`config.mk`:
```
export PLATFORM = sky130hd
export DESIGN_NAME = tdc_pulsegen
export DESIGN_NICKNAME = d
export VERILOG_FILES = /design/src/rtl/tdc_pulsegen.sv
export SDC_FILE = /design/constraint.sdc
export NUM_CORES = 1
export LEC_CHECK = 0
export ABC_AREA = 1
export CAP_MARGIN = 20
export CORE_MARGIN = 3
export CORE_UTILIZATION = 45
export CTS_BUF_LIST = sky130_fd_sc_hd__clkbuf_4
export CTS_CLUSTER_DIAMETER = 40
export DETAILED_ROUTE_END_ITERATION = 6
export GPL_ROUTABILITY_DRIVEN = 0
export SYNTH_ARGS = -nofsm -noshare
export SYNTH_HDL_FRONTEND = slang
export SYNTH_SLANG_ARGS = --single-unit
```
`constraint.sdc`:
```
create_clock -name sys_clk -period 4.7 [get_ports sys_clk]
set_input_delay 0.705 -clock sys_clk [delete_from_list [all_inputs] [get_ports sys_clk]]
set_output_delay 0.705 -clock sys_clk [all_outputs]
set_load 0.01 [all_outputs]
```
`src/rtl/tdc_pulsegen.sv`:
```
// CSR-programmable test-pulse train generator feeding a TDC channel input.
// Define TDC_PULSEGEN_CONTINUOUS_EN to let COUNT=0 start an endless train.
module tdc_pulsegen #(
  parameter logic [3:0]  csr_addr  = 4'h2,
  parameter int unsigned cnt_width = 16
) (
  input  logic        sys_clk,
  input  logic        sys_rst,
  input  logic [13:0] csr_a,
  input  logic        csr_we,
  input  logic [31:0] csr_di,
  output logic [31:0] csr_do,
  output logic        irq,
  output logic        pulse_o
);

`ifdef TDC_PULSEGEN_CONTINUOUS_EN
  localparam bit ContEn = 1'b1;
`else
  localparam bit ContEn = 1'b0;
`endif

  typedef enum logic [1:0] {
    S_IDLE = 2'd0,
    S_HIGH = 2'd1,
    S_LOW  = 2'd2
  } state_e;

  state_e               state_q, state_d;
  logic [cnt_width-1:0] cnt_q, cnt_d;
  logic [cnt_width-1:0] rem_q, rem_d;
  logic [cnt_width-1:0] period_q, period_d;
  logic [cnt_width-1:0] width_q, width_d;
  logic [cnt_width-1:0] count_q, count_d;
  logic [cnt_width-1:0] per_sh_q, per_sh_d;
  logic [cnt_width-1:0] wid_sh_q, wid_sh_d;
  logic                 cont_q, cont_d;
  logic                 irq_en_q, irq_en_d;
  logic                 irq_pend_q, irq_pend_d;
  logic                 err_q, err_d;
  logic                 pulse_q, pulse_d;
  logic                 irq_q, irq_d;
  logic [31:0]          csr_do_q, csr_do_d;

  logic       sel, wr;
  logic [2:0] idx;
  logic       start_req, stop_req, start_valid, busy;
  logic [31:0] rdata;
  logic       unused_ok;

  assign sel       = (csr_a[13:10] == csr_addr);
  assign idx       = csr_a[2:0];
  assign wr        = csr_we & sel;
  assign busy      = (state_q != S_IDLE);
  assign unused_ok = ^{csr_a[9:3], csr_di};

  // Register file, FSM and read mux
  always_comb begin
    state_d    = state_q;
    cnt_d      = cnt_q;
    rem_d      = rem_q;
    period_d   = period_q;
    width_d    = width_q;
    count_d    = count_q;
    per_sh_d   = per_sh_q;
    wid_sh_d   = wid_sh_q;
    cont_d     = cont_q;
    irq_en_d   = irq_en_q;
    irq_pend_d = irq_pend_q;
    err_d      = err_q;
    start_req  = wr && (idx == 3'd0) && csr_di[0];
    stop_req   = wr && (idx == 3'd0) && csr_di[1];
    rdata      = '0;

    if (wr) begin
      case (idx)
        3'd0: irq_en_d = csr_di[2];
        3'd1: begin
          if (csr_di[1]) irq_pend_d = 1'b0;
          if (csr_di[2]) err_d      = 1'b0;
        end
        3'd2: period_d = csr_di[cnt_width-1:0];
        3'd3: width_d  = csr_di[cnt_width-1:0];
        3'd4: count_d  = csr_di[cnt_width-1:0];
        default: ;
      endcase
    end

    start_valid = (width_d != '0) && (period_d > width_d) &&
                  ((count_d != '0) || ContEn);

    case (state_q)
      S_IDLE: begin
        if (start_req && !stop_req) begin
          if (start_valid) begin
            per_sh_d = period_d;
            wid_sh_d = width_d;
            cont_d   = ContEn && (count_d == '0);
            rem_d    = (count_d == '0) ? '0 : count_d - cnt_width'(1);
            cnt_d    = width_d - cnt_width'(1);
            state_d  = S_HIGH;
          end else begin
            err_d = 1'b1;
          end
        end
      end
      S_HIGH: begin
        if (stop_req) begin
          state_d = S_IDLE;
        end else if (cnt_q == '0) begin
          // Last pulse ends the train directly; no trailing low phase
          if ((rem_q == '0) && !cont_q) begin
            state_d    = S_IDLE;
            irq_pend_d = 1'b1;
          end else begin
            state_d = S_LOW;
            cnt_d   = per_sh_q - wid_sh_q - cnt_width'(1);
          end
        end else begin
          cnt_d = cnt_q - cnt_width'(1);
        end
      end
      S_LOW: begin
        if (stop_req) begin
          state_d = S_IDLE;
        end else if (cnt_q == '0) begin
          state_d = S_HIGH;
          cnt_d   = wid_sh_q - cnt_width'(1);
          if (!cont_q) rem_d = rem_q - cnt_width'(1);
        end else begin
          cnt_d = cnt_q - cnt_width'(1);
        end
      end
      default: state_d = S_IDLE;
    endcase

    pulse_d = (state_d == S_HIGH);
    irq_d   = irq_pend_d & irq_en_d;

    case (idx)
      3'd0:    rdata = 32'({irq_en_q, 2'b00});
      3'd1:    rdata = 32'({err_q, irq_pend_q, busy});
      3'd2:    rdata = 32'(period_q);
      3'd3:    rdata = 32'(width_q);
      3'd4:    rdata = 32'(count_q);
      3'd5:    rdata = 32'(rem_q);
      default: rdata = '0;
    endcase
    csr_do_d = sel ? rdata : '0;
  end

  always_ff @(posedge sys_clk or posedge sys_rst) begin
    if (sys_rst) begin
      state_q    <= S_IDLE;
      cnt_q      <= '0;
      rem_q      <= '0;
      period_q   <= '0;
      width_q    <= '0;
      count_q    <= '0;
      per_sh_q   <= '0;
      wid_sh_q   <= '0;
      cont_q     <= 1'b0;
      irq_en_q   <= 1'b0;
      irq_pend_q <= 1'b0;
      err_q      <= 1'b0;
      pulse_q    <= 1'b0;
      irq_q      <= 1'b0;
      csr_do_q   <= '0;
    end else begin
      state_q    <= state_d;
      cnt_q      <= cnt_d;
      rem_q      <= rem_d;
      period_q   <= period_d;
      width_q    <= width_d;
      count_q    <= count_d;
      per_sh_q   <= per_sh_d;
      wid_sh_q   <= wid_sh_d;
      cont_q     <= cont_d;
      irq_en_q   <= irq_en_d;
      irq_pend_q <= irq_pend_d;
      err_q      <= err_d;
      pulse_q    <= pulse_d;
      irq_q      <= irq_d;
      csr_do_q   <= csr_do_d;
    end
  end

  assign pulse_o = pulse_q;
  assign irq     = irq_q;
  assign csr_do  = csr_do_q;

endmodule

```
== Yosys cells after proc, flatten, opt, wreduce, memory -nomap -nowiden ==
Cells that the tools add are included.

* Register bits: 151
* Bits in latches: 0
* RAM bits: 0
* ROM bits: 0
* Input bits: 49
* Output and inout port bits: 34
* Logic and storage cells: 104
* Memories kept: 0

* Add/subtract/negate cells: 7
* Multiply operators: 0
* Divide/modulo/power cells: 0
* $lt $le $gt $ge: 1
* Equal/unequal tests: 15
* Shift-type cells: 0
* Mux-type cells: 45
* Bitwise logic cells: 2
* Reduce and logical (&&, ||, !) cells: 20

{| class="wikitable"
|+ Operators with widths
! operator !! number
|-
| two-way mux 16 bit || 18
|-
| case mux 16 bit (6 select lines) || 1
|-
| subtractor 16 x 1 -> 16 bit (second input constant) || 6
|-
| zero test 16 bit || 3
|-
| case mux 16 bit (3 select lines) || 1
|-
| two-way mux 32 bit || 1
|-
| case mux 16 bit (2 select lines) || 1
|-
| nonzero test 16 bit || 2
|-
| greater-than comparator 16 bit || 1
|-
| subtractor 16 bit || 1
|-
| two-way mux 1 bit || 15
|-
| two-way mux 2 bit || 7
|-
| != test 2 bit (second input constant) || 5
|-
| equality test 3 x 2 -> 1 bit (second input constant) || 2
|-
| equality test 3 bit (second input constant) || 2
|-
| logical AND 1 bit || 6
|-
| case mux 2 bit (3 select lines) || 1
|-
| AND reduction 6 bit || 1
|-
| AND reduction 5 bit || 1
|-
| equality test 2 x 1 -> 1 bit (second input constant) || 2
|-
| equality test 4 x 2 -> 1 bit (second input constant) || 1
|-
| nonzero test 2 bit || 2
|-
| equality test 3 x 1 -> 1 bit (second input constant) || 1
|-
| zero test 3 bit || 1
|-
| 7 further kinds || 8
|}

== Logic depth before layout (Yosys ltp) ==
Gate-level depths: netlist (run 1).

* Word-level depth: 10
* Mapped depth: 25

== Least setup slack after synthesis (run 1) ==
OpenSTA, ideal clock, no wires.

* Kind: input-to-reg
* Start point: input port csr_a[2]
* End point: register cnt_q[2]
* Setup time: 0.123 ns
* Arrival time: 3.425 ns
* Data required time: 4.577 ns
* Setup slack: 1.152 ns
* Stages: 24
* Path buffers: 4
* Cells stage by stage: buf_6 -> inv_6 -> nand2_1 -> nor2_2 -> nand3_1 -> clkbuf_1 -> clkbuf_1 -> nand2_1 -> o21a_1 -> inv_1 -> ha_1 -> nand2_1 -> nor2_1 -> nand3_1 -> a21oi_1 -> nand3b_1 -> a21oi_1 -> nand2_1 -> nand3_4 -> nand2_4 -> nand3_4 -> buf_8 -> nand2_1 -> o21ai_2

* Cells in the longest elaborated chain, start to end: 8

{| class="wikitable"
|+ RTL lines
! item !! RTL line !! source
|-
| start: declaration || 9 || <nowiki>input logic [13:0] csr_a,</nowiki>
|-
| equality test 3 x 2 -> 1 bit || 76 || <nowiki>case (idx)</nowiki>
|-
| two-way mux 16 bit || 76 ||
|-
| two-way mux 16 bit || 75 || <nowiki>if (wr) begin</nowiki>
|-
| net period_d[15] || 32 || <nowiki>logic [cnt_width-1:0] period_q, period_d;</nowiki>
|-
| greater-than comparator 16 bit || 89 || <nowiki>start_valid = (width_d != '0) && (period_d > width_d) &&</nowiki>
|-
| logical AND 1 bit (2 in a row) || 89 ||
|-
| != test 2 bit (no source line) || -- ||
|-
| AND reduction 6 bit (no source line) || -- ||
|-
| end signal: assignment || 171 || <nowiki>cnt_q <= cnt_d;</nowiki>
|-
| end: declaration || 30 || <nowiki>logic [cnt_width-1:0] cnt_q, cnt_d;</nowiki>
|}

The timed path passes the listed nets, and every way through them passes these cells. The select of a mux whose other input is x is not followed.
A chain may end at the register's enable or synchronous reset.

== Worst setup path in the final report (run 1) ==
* Start point: input port csr_a[0]
* End point: register cnt_q[15]

* Cells in the longest elaborated chain, start to end: 8

{| class="wikitable"
|+ RTL lines
! item !! RTL line
|-
| equality test 3 x 2 -> 1 bit || 76
|-
| two-way mux 16 bit || 76
|-
| two-way mux 16 bit || 75
|-
| greater-than comparator 16 bit or nonzero test 16 bit (tied branches) || 89
|-
| logical AND 1 bit (2 in a row) || 89
|-
| != test 2 bit (no source line) || --
|-
| AND reduction 6 bit (no source line) || --
|}

Several ways; a longest one is shown, not always the timed one. The select of a mux whose other input is x is not followed.

==> flow_summary.yaml, run 1 <==
synthesis:
  ys_seq_area_share_pct: 32.8
  compound_cell_area_share_of_the_yosys_netlist_pct: 14.5
  netlist_top_cells_area: "sky130_fd_sc_hd__dfrtp_1 (33%), sky130_fd_sc_hd__nand2_1 (16%), sky130_fd_sc_hd__inv_1 (7.9%)"
  synthMuxAreaShare_pct: 0
  dominant_combinational_cell_family_by_area_after_synthesis: "simple AND/OR/NAND/NOR gates"
  synth.distinct_cells: 52
  synth_edf_count: 0
  synth_xor_xnor_area_share_pct: 2.12
  yosys.area.top_type: "sky130_fd_sc_hd__dfrtp_1"
  post-synth-top-count-cell: "sky130_fd_sc_hd__nand2_1"
  synth_adder_area_share_pct: 5.05
  synth-warning-count: 0
  yosys.area_share.simple_pct: 33.1
  number_of_synthesized_register_bits: 135
  postSynthAreaPerCell_sq_um: 6.79
  post-synth-top-area-fraction_pct: 32.8
  postSynth.topFlopCell: "sky130_fd_sc_hd__dfrtp_1"
  synthCells: 1519
  netlist_area_sq_mm: 0.0103
  async_flop_share_pct: 100
  ys_top_cells_by_count: "sky130_fd_sc_hd__nand2_1 (447), sky130_fd_sc_hd__inv_1 (217), sky130_fd_sc_hd__dfrtp_1 (135)"
routing:
  avgViaCountPerCell: 5.36
  postRouteAntennaNets: 0
  detail_route.wirelength_um: 32600
  num_vias: 9895
  drt_pass1_iterations: 7
  detail_route.iter0.violations: 1047
  drt_drc_violations_left: 5
  drt-wirelength-per-cell_um: 17.7
finish:
  num-fill-cells: 2319
  finish.net_count: 1641
  drive_above_1_share_pct: 7.93
  area_delta_synth_final_pct: 8.93
setup_path:
  worstReg2RegEnd: "cnt_q[3]$_DFFE_PP0P_"
  worstRegToRegCells: 9
  worstPathRequired_ns: 5.16
  critPathKind: "input pin to register"
  start_kind: "input pin"
  critical_path.reg2reg.startpoint: "state_q[1]$_DFF_PP0_"
  arrival_time_at_the_worst_endpoint_ns: 4.34
  r2r_setup_slack_ns: 1.53
  setup.worst_path.end_class: "register"
  path_max_fanout: 22
floorplanning:
  std_cell_rows: 54
  io_pins: 83
  floorplan.die_area_sq_mm: 0.0248
  die_width_um: 157
  fp.dieH_um: 157
  start_util_pct: 46.5
  core-area_sq_mm: 0.0222
sta:
  worst_slack_ns: 0.820
  final-hold-violation-count: 0
  period_minus_slack_ns: 3.88
  finClkSkew_ns: 0.0305
  fmax_ghz: 0.258
  rsz0062_at_grt: "no"
  setup_total_negative_slack_ns: 0
  max_slew_headroom_at_the_worst_pin_pct: 45.6
  finalSetupViolCount: 0
  final-max-slew-violation-count: 0
  final_cycle_utilization_of_the_critical_path_pct: 82.6
  tightestPinTransition_ns: 0.817
hold_path:
  timing.hold.worst_endpoint: "cnt_q[1]$_DFFE_PP0P_"
  worstHoldStart: "cnt_q[1]$_DFFE_PP0P_"
  worstHoldPathCells: 2
  worstHoldPathType: "register to register"
clocking:
  tritoncts_num_sinks: 135
  tritoncts.num_buffers: 17
  clock_tree_from_tritoncts: "yes"
  clkLatencyLatePin_ns: 0.57
  cts_hold_repair.buffers: 0
  root_buffer: "sky130_fd_sc_hd__clkbuf_4"
  post-cts-setup-buffer-count: 0
  clk_pin_slew_worst_paths_ns: 0.15
  ctsHtreeMaxLevel: 4
  ctsLongestPathBuffers: 2
  cts-resized-gates: 0
global_routing:
  grtUsageTotal_pct: 26.8
  grt_pass1_vias: 9609
  grt_pass1_wl_um: 51400
  grt_start_max_net_pins: 82
  number_of_antenna_violations_at_the_first_check_in_global_routing: 1
  grt-ovfl-total: 0
status:
  failed_checks: "DRC"
  outcome: "complete, but fails checks"
power:
  ir_drop_mv: 0.144
  power_density_mw_per_mm2: 231
  total_leakage_power_nw: 5.65
flow_run:
  timing.max_cap.violations: 0
placed_design:
  dp.final_hpwl_um: 25000
  numPortBuffers: 43
  placement.setup.worst_slack_ns: 0.307
power breakdown:
part	internal [mW]	switching (mW)	total, mW
Sequential	1.21	0.0226	1.23
Combinational	0.135	0.306	0.442
Clock	0.351	0.571	0.922
sequential cells by signal, indices dropped and copies added (netlist names):
signal	count
csr_do	16
rem_q	16
cnt_q	16
width_q	16
wid_sh_q	16
period_q	16
err_q	1
irq_en_q	1
irq_pend_q	1
pulse_o	1
per_sh_q	16
state_q	2
irq	1
count_q	16
per-layer routing:
metal	GRT usage [%]	wire, um	up-vias
met5	0	0	-
met4	11.1	1290	0
met3	4.04	1900	61
met2	44.1	15100	347
met1	35.5	14300	4576
li1	-	-	4911
cell families after synthesis:
| logic type | Yosys count |
|---|---|
| flops | 135 |
| other cells | 1 |
| fa+ha+maj | 41 |
| xor+xnor | 25 |
| buf+inv | 289 |
| compound gates | 251 |
| simple gates | 777 |
through the flow:
stage / std cells / hold WS [ns] / power (mW) / utilization, % / area [sq um]
after floorplan: 1534 / 0.455 / 1.55 / - / 10400
after global placement: 1811 / 0.470 / 1.68 / 49.2 / 10900
after detailed placement: 1811 / 0.474 / 1.69 / 49.2 / 10900
after CTS: 1843 / 0.509 / 2.60 / 50.6 / 11200
after global routing: 1845 / 0.521 / 2.71 / 50.7 / 11200
final: 1845 / 0.506 / 2.59 / 50.7 / 11200
critical path, cell delays in order:
cell,delay [ns]
sky130_fd_sc_hd__clkdlybuf4s50_1,0.77
sky130_fd_sc_hd__nand2_2,0.12
sky130_fd_sc_hd__nor2_4,0.27
sky130_fd_sc_hd__buf_12,0.21
sky130_fd_sc_hd__nand2_1,0.06
sky130_fd_sc_hd__nand2_1,0.06
sky130_fd_sc_hd__nand2_1,0.05
sky130_fd_sc_hd__nand2_1,0.18
sky130_fd_sc_hd__ha_1,0.29
sky130_fd_sc_hd__nand2_1,0.09
sky130_fd_sc_hd__nor2_1,0.05
sky130_fd_sc_hd__nand3_1,0.11
sky130_fd_sc_hd__a21oi_1,0.05
sky130_fd_sc_hd__nand3b_1,0.16
sky130_fd_sc_hd__a21oi_1,0.28
sky130_fd_sc_hd__nand2_1,0.20
sky130_fd_sc_hd__nand4_1,0.19
sky130_fd_sc_hd__nand2_1,0.07
sky130_fd_sc_hd__buf_4,0.23
sky130_fd_sc_hd__nand4_1,0.14
sky130_fd_sc_hd__nand2_1,0.06
worst max path at each step:
stage | startpoint | end | slack (ns)
after floorplan | sys_rst | cnt_q[0]$_DFFE_PP0P_ | 0.38
after global placement | csr_a[0] | cnt_q[14]$_DFFE_PP0P_ | 0.32
after detailed placement | csr_a[0] | cnt_q[0]$_DFFE_PP0P_ | 0.31
after CTS | csr_a[0] | cnt_q[6]$_DFFE_PP0P_ | 0.89
after global routing | csr_a[0] | cnt_q[8]$_DFFE_PP0P_ | 0.60
final | csr_a[0] | cnt_q[15]$_DFFE_PP0P_ | 0.82
cell type report:
| type | count | area (sq um) | area share, % |
|---|---|---|---|
| flip-flops and latches | 135 | 3380 | 30.1 |
| clock buffers | 17 | 128 | 1.14 |
| multi-input cells | 1110 | 5710 | 50.9 |
| clock inverters | 15 | 196 | 1.75 |
| repair buffers | 62 | 611 | 5.44 |
| inverters | 225 | 855 | 7.61 |
| well taps | 280 | 350 | 3.12 |
| diodes | 1 | 2.50 | 0.0223 |
layout by cell type (no fill, tap or decap), drive strengths merged, types with 4 or more instances in the layout:
| master | count |
|---|---|
| nand3 | 109 |
| xor2 | 21 |
| a21o | 4 |
| clkbuf | 17 |
| o22ai | 18 |
| nor4 | 4 |
| o31ai | 4 |
| o21a | 16 |
| dfrtp | 135 |
| xnor2 | 4 |
| nor3 | 17 |
| a221oi | 15 |
| nor2 | 140 |
| a21oi | 59 |
| a22oi | 4 |
| clkdlybuf4s50 | 43 |
| o21ai | 112 |
| buf | 19 |
| inv | 235 |
| o211ai | 5 |
| nand2 | 473 |
| nand4 | 29 |
| conb | 16 |
| o21bai | 5 |
| ha | 40 |
(Power assumes the default switching activity.)
==> run 2, diff against run 1 <==
Settings changed: PLACE_DENSITY set to 0.67.
Clock period 4.7 ns to 3.5 ns, I/O delays scaled along.
==> run 2 against run 1 <==
  * The run now ends clean
  * Count of clock-buffer cells in the layout unchanged
  * Global-route usage down 0.92 points
  * Non-clock buffer count is 77 higher
  * Routed wire length fell by 2.3%
  * Total power rose by 34%
  * Critical path depth grew 1
  * Die area did not move
  * Clock skew grew 0.0019 ns
  * Register-to-register slack worse by 0.93 ns
  * Flip-flop and latch count unchanged
  * Hold slack worse by 0.18 ns
  * Largest cell class unchanged
==> flow_summary.yaml, run 2 (synthesis gave the netlist of run 1 again) <==
global_routing:
  grt_start_max_net_pins: 58
  grt_pass1_wl_um: 49900
  number_of_antenna_violations_at_the_first_check_in_global_routing: 1
  grt-ovfl-total: 0
  grt_pass1_vias: 9516
  grtUsageTotal_pct: 25.9
setup_path:
  setup.worst_path.end_class: "register"
  critical_path.reg2reg.startpoint: "state_q[1]$_DFF_PP0_"
  arrival_time_at_the_worst_endpoint_ns: 3.75
  start_kind: "input pin"
  worstReg2RegEnd: "cnt_q[2]$_DFFE_PP0P_"
  worstPathRequired_ns: 4.00
  critPathKind: "input pin to register"
  path_max_fanout: 15
  r2r_setup_slack_ns: 0.60
  worstRegToRegCells: 10
finish:
  area_delta_synth_final_pct: 15.4
  finish.net_count: 1718
  leading_cell_type_in_the_layout_fill_and_taps_excluded: "sky130_fd_sc_hd__nand2_1"
  most-common-layout-cells: "sky130_fd_sc_hd__nand2_1 (447), sky130_fd_sc_hd__inv_1 (216), sky130_fd_sc_hd__dfrtp_1 (135)"
  drive_above_1_share_pct: 12.3
  postLayoutCoreUtil_pct: 53.7
clocking:
  post-cts-setup-buffer-count: 0
  ctsLongestPathBuffers: 2
  clkLatencyLatePin_ns: 0.61
  root_buffer: "sky130_fd_sc_hd__clkbuf_4"
  cts_hold_repair.buffers: 0
  clk_pin_slew_worst_paths_ns: 0.16
  tritoncts_num_sinks: 135
  cts-resized-gates: 0
  clock_tree_from_tritoncts: "yes"
  ctsHtreeMaxLevel: 4
  tritoncts.num_buffers: 17
routing:
  num_vias: 10400
  drt-wirelength-per-cell_um: 16.6
  postRouteAntennaNets: 0
  detail_route.iter0.violations: 1127
  drt_pass1_iterations: 7
  avgViaCountPerCell: 5.41
  drt_drc_violations_left: 0
  detail_route.wirelength_um: 31900
power:
  switching_share_pct: 34.6
  total_leakage_power_nw: 6.04
  p_clk_share_pct: 33.0
  power.share.sequential_pct: 47.6
  ir_drop_mv: 0.199
  power.total_mw: 3.47
  power_density_mw_per_mm2: 292
  power_switching_mw: 1.20
  pwr-share-comb_pct: 19.4
  int_pwr_mw: 2.27
sta:
  hold-worst-slack_ns: 0.327
  setup_total_negative_slack_ns: 0
  period_minus_slack_ns: 3.25
  finalSetupViolCount: 0
  final-max-slew-violation-count: 0
  finClkSkew_ns: 0.0324
  final_cycle_utilization_of_the_critical_path_pct: 92.7
  max_slew_headroom_at_the_worst_pin_pct: 48.0
  rsz0062_at_grt: "no"
  tightestPinTransition_ns: 0.780
  final-hold-violation-count: 0
  fmax_ghz: 0.308
status:
  outcome: "complete, no violations"
placed_design:
  dp.final_hpwl_um: 25000
  numPortBuffers: 43
floorplanning:
  die_width_um: 157
  start_util_pct: 46.5
  std_cell_rows: 54
  core-area_sq_mm: 0.0222
  io_pins: 83
  fp.dieH_um: 157
  floorplan.die_area_sq_mm: 0.0248
flow_run:
  timing.max_cap.violations: 0
hold_path:
  worstHoldPathType: "input pin to async pin"
run 2: changes by cell type in the layout (fill, tap and decap cells not counted), sizes merged:
cell / delta
buf: +77
clkinvlp: +2
bufinv: -1
inv: -1
run 2: final cells by class:
type                            instances  area [sq um]
Sequential cell                       135          3380
Clock buffer                           17           128
Inverter                              225           853
Timing Repair Buffer                  139          1280
Fill cell                            2162         10300
Tap cell                              280           350
Antenna cell                            1          2.50
Multi-Input combinational cell       1110          5730
Clock inverter                         15           173
run 2: how the worst max path moves through the flow:
| stage | start | to | cells past startpoint | slack (ns) |
|---|---|---|---|---|
| 2_1_floorplan | csr_a[2] | cnt_q[2]$_DFFE_PP0P_ | 24 | 0.13 |
| 3_3_place_gp | csr_a[2] | rem_q[7]$_DFFE_PP0P_ | 23 | -0.34 |
| 3_5_place_dp | csr_a[2] | rem_q[9]$_DFFE_PP0P_ | 23 | -0.39 |
| 4_1_cts | csr_a[2] | rem_q[5]$_DFFE_PP0P_ | 23 | 0.23 |
| 5_1_grt | csr_a[11] | rem_q[2]$_DFFE_PP0P_ | 22 | 0.01 |
| 6_report | csr_a[0] | cnt_q[15]$_DFFE_PP0P_ | 22 | 0.25 |
run 2: power groups by stage:
stage	registers, mW	clock network, mW	logic, mW
6_report	1.65	1.14	0.674
2_1_floorplan	1.67	0	0.412
3_3_place_gp	1.68	0	0.657
4_1_cts	1.65	1.17	0.667
5_1_grt	1.66	1.24	0.748
3_5_place_dp	1.68	0	0.663
run 2: worst max-delay path: stages:
cell                              delay (ns)
sky130_fd_sc_hd__clkdlybuf4s50_1        0.53
sky130_fd_sc_hd__buf_4                  0.16
sky130_fd_sc_hd__nand2_2                0.06
sky130_fd_sc_hd__nor2_4                 0.18
sky130_fd_sc_hd__buf_12                 0.17
sky130_fd_sc_hd__nand2_1                0.05
sky130_fd_sc_hd__nand2_1                0.06
sky130_fd_sc_hd__nand2_1                0.05
sky130_fd_sc_hd__nand2_1                0.12
sky130_fd_sc_hd__ha_1                   0.24
sky130_fd_sc_hd__nand2_1                0.10
sky130_fd_sc_hd__nor2_1                 0.06
sky130_fd_sc_hd__nand3_1                0.12
sky130_fd_sc_hd__a21oi_1                0.05
sky130_fd_sc_hd__nand3b_1               0.15
sky130_fd_sc_hd__a21oi_1                0.28
sky130_fd_sc_hd__nand2_1                0.20
sky130_fd_sc_hd__nand4_1                0.17
sky130_fd_sc_hd__nand2_1                0.11
sky130_fd_sc_hd__buf_4                  0.19
sky130_fd_sc_hd__nand4_1                0.09
sky130_fd_sc_hd__nand2_1                0.06
run 2: stage by stage:
stage	worst slack, ns	cell area [sq um]	instances
2_1_floorplan	0.132	10400	1534
3_3_place_gp	-0.339	11600	1889
3_5_place_dp	-0.392	11600	1889
4_1_cts	0.227	11900	1921
5_1_grt	0.0111	11900	1922
6_report	0.254	11900	1922
run 2: per-layer routing:
metal,GRT usage [%],wire length (um)
met2,42.2,14800
met5,0,0
met4,9.92,1070
met3,4.56,2420
met1,34.5,13500
==> run 3, diff against run 2 <==
Settings changed: GPL_TIMING_DRIVEN set to 0, REMOVE_ABC_BUFFERS set to 1.
Clock period 3.5 ns to 2.98 ns, I/O delays scaled along.
==> run 3 against run 2 <==
  * Hold slack got worse by 0.17 ns
  * Largest power group unchanged
  * Sequential power grew 18%
  * Largest cell class unchanged
  * Critical endpoint is now pulse_o$_DFF_PP0_
  * Global-route usage up 1.7 points
  * Combinational power increased by 9.6%
==> flow_summary.yaml, run 3 (synthesis gave the netlist of run 1 again) <==
setup_path:
  arrival_time_at_the_worst_endpoint_ns: 3.43
  setup.worst_path.end_class: "register"
  critical_path.reg2reg.startpoint: "width_q[5]$_DFF_PP0_"
  r2r_setup_slack_ns: 0.24
  start_kind: "input pin"
  path_max_fanout: 17
  critPathKind: "input pin to register"
  worstRegToRegCells: 19
  worstPathRequired_ns: 3.48
  worstReg2RegEnd: "wid_sh_q[12]$_DFFE_PP0P_"
clocking:
  root_buffer: "sky130_fd_sc_hd__clkbuf_4"
  clkLatencyLatePin_ns: 0.58
  tritoncts_num_sinks: 135
  ctsLongestPathBuffers: 2
  tritoncts.num_buffers: 17
  clk_pin_slew_worst_paths_ns: 0.13
  cts_hold_repair.buffers: 0
  clock_tree_from_tritoncts: "yes"
  ctsHtreeMaxLevel: 4
power:
  power_density_mw_per_mm2: 347
  ir_drop_mv: 0.267
  total_leakage_power_nw: 5.78
sta:
  finalSetupViolCount: 0
  max_slew_headroom_at_the_worst_pin_pct: 13.1
  tightestPinTransition_ns: 1.30
  final_cycle_utilization_of_the_critical_path_pct: 98.3
  final-max-slew-violation-count: 0
  period_minus_slack_ns: 2.93
  final-hold-violation-count: 0
  rsz0062_at_grt: "yes"
  finClkSkew_ns: 0.0320
  fmax_ghz: 0.341
  worst_slack_ns: 0.0514
floorplanning:
  io_pins: 83
  die_width_um: 157
  fp.dieH_um: 157
  start_util_pct: 46.5
  core-area_sq_mm: 0.0222
  std_cell_rows: 54
  floorplan.die_area_sq_mm: 0.0248
placed_design:
  place.detailed.instances: 1797
  numPortBuffers: 43
  dp.final_hpwl_um: 22900
  placement.setup.worst_slack_ns: -3.94
finish:
  finish.net_count: 1670
  area_delta_synth_final_pct: 15.0
  leading_cell_type_in_the_layout_fill_and_taps_excluded: "sky130_fd_sc_hd__nand2_1"
  drive_above_1_share_pct: 12.7
  most-common-layout-cells: "sky130_fd_sc_hd__nand2_1 (429), sky130_fd_sc_hd__inv_1 (211), sky130_fd_sc_hd__dfrtp_1 (135)"
  fin_cells: 1876
routing:
  num_vias: 10600
  drt_drc_violations_left: 0
  postRouteAntennaNets: 0
  avgViaCountPerCell: 5.67
  detail_route.iter0.violations: 1343
  drt-wirelength-per-cell_um: 18.3
  detail_route.wirelength_um: 34400
  drt_pass1_iterations: 5
global_routing:
  grt_pass1_vias: 9531
  grt_pass1_wl_um: 52600
  grt-ovfl-total: 0
  number_of_antenna_violations_at_the_first_check_in_global_routing: 1
  grt_start_max_net_pins: 78
  grtUsageTotal_pct: 27.6
status:
  outcome: "complete, no violations"
flow_run:
  timing.max_cap.violations: 0
hold_path:
  worstHoldStart: "csr_a[11]"
  worstHoldPathCells: 3
  timing.hold.worst_endpoint: "csr_do[2]$_DFF_PP0_"
  worstHoldPathType: "input pin to register"
## run 3: critical path, stage by stage
cell                       delay [ns]
sky130_fd_sc_hd__buf_2           0.13
sky130_fd_sc_hd__inv_2           0.05
sky130_fd_sc_hd__nand2_2         0.06
sky130_fd_sc_hd__nor2_4          0.21
sky130_fd_sc_hd__nand3_4         0.23
sky130_fd_sc_hd__nand2_2         0.13
sky130_fd_sc_hd__o21a_1          0.15
sky130_fd_sc_hd__inv_1           0.10
sky130_fd_sc_hd__ha_4            0.28
sky130_fd_sc_hd__nand2_2         0.06
sky130_fd_sc_hd__nor2_4          0.12
sky130_fd_sc_hd__nand3_4         0.12
sky130_fd_sc_hd__a21oi_4         0.14
sky130_fd_sc_hd__nand3b_1        0.15
sky130_fd_sc_hd__a21oi_2         0.07
sky130_fd_sc_hd__nand2_2         0.10
sky130_fd_sc_hd__nand3_4         0.16
sky130_fd_sc_hd__nor2_4          0.15
sky130_fd_sc_hd__buf_12          0.15
sky130_fd_sc_hd__clkinv_8        0.10
sky130_fd_sc_hd__nand2_1         0.08
sky130_fd_sc_hd__nand2_1         0.07
sky130_fd_sc_hd__nor2_2          0.14
## run 3: worst max-delay path by stage
stage,startpoint,endpoint,cells after the start
final,csr_a[10],pulse_o$_DFF_PP0_,23
after global routing,csr_a[2],pulse_o$_DFF_PP0_,24
after CTS,csr_a[13],pulse_o$_DFF_PP0_,24
after detailed placement,csr_a[2],pulse_o$_DFF_PP0_,22
after global placement,csr_a[2],pulse_o$_DFF_PP0_,22
after floorplan,sys_rst,cnt_q[0]$_DFFE_PP0P_,1
## run 3: metrics by stage
stage | util (%) | cell area (sq um) | setup TNS (ns) | total power [mW] | hold slack [ns]
after floorplan | - | 9940 | -192.25 | 2.41 | 0.455
after global placement | 48.4 | 10700 | -707.27 | 2.61 | 0.477
after detailed placement | 48.7 | 10800 | -264.20 | 2.63 | 0.473
after CTS | 52.6 | 11700 | 0 | 4.08 | 0.291
after global routing | 53.5 | 11900 | -0.0234 | 4.30 | 0.121
final | 53.5 | 11900 | 0 | 4.11 | 0.160
## run 3: final cells by class
class | instances | area (sq um)
timing repair inverter | 1 | 8.76
fill | 2151 | 10300
multi-input combinational | 1119 | 6070
inverter | 225 | 886
timing repair buffer | 81 | 842
clock buffer | 19 | 143
tap | 280 | 350
antenna | 3 | 7.51
sequential | 135 | 3380
clock inverter | 13 | 178
## run 3: routing by layer
layer	share of wire [%]	wire length (um)	track usage [%]
met1	44	15000	40.3
met2	43	14700	40.6
met3	9.6	3320	4.84
met4	3.8	1300	11.0
met5	0	0	0
## run 3: repair_timing
item                       4_1_cts  5_1_grt
buffers inserted                27        7
setup endpoints to repair       83       66
gates cloned                     8        3
gates resized for setup         70       50
pin swaps                       13       15
## run 3: report_power, final
part / internal (mW) / switching [mW] / total (mW)
Sequential: 1.90 / 0.0363 / 1.94
Clock: 0.680 / 0.755 / 1.44
Combinational: 0.240 / 0.499 / 0.739
Total: 2.82 / 1.29 / 4.11
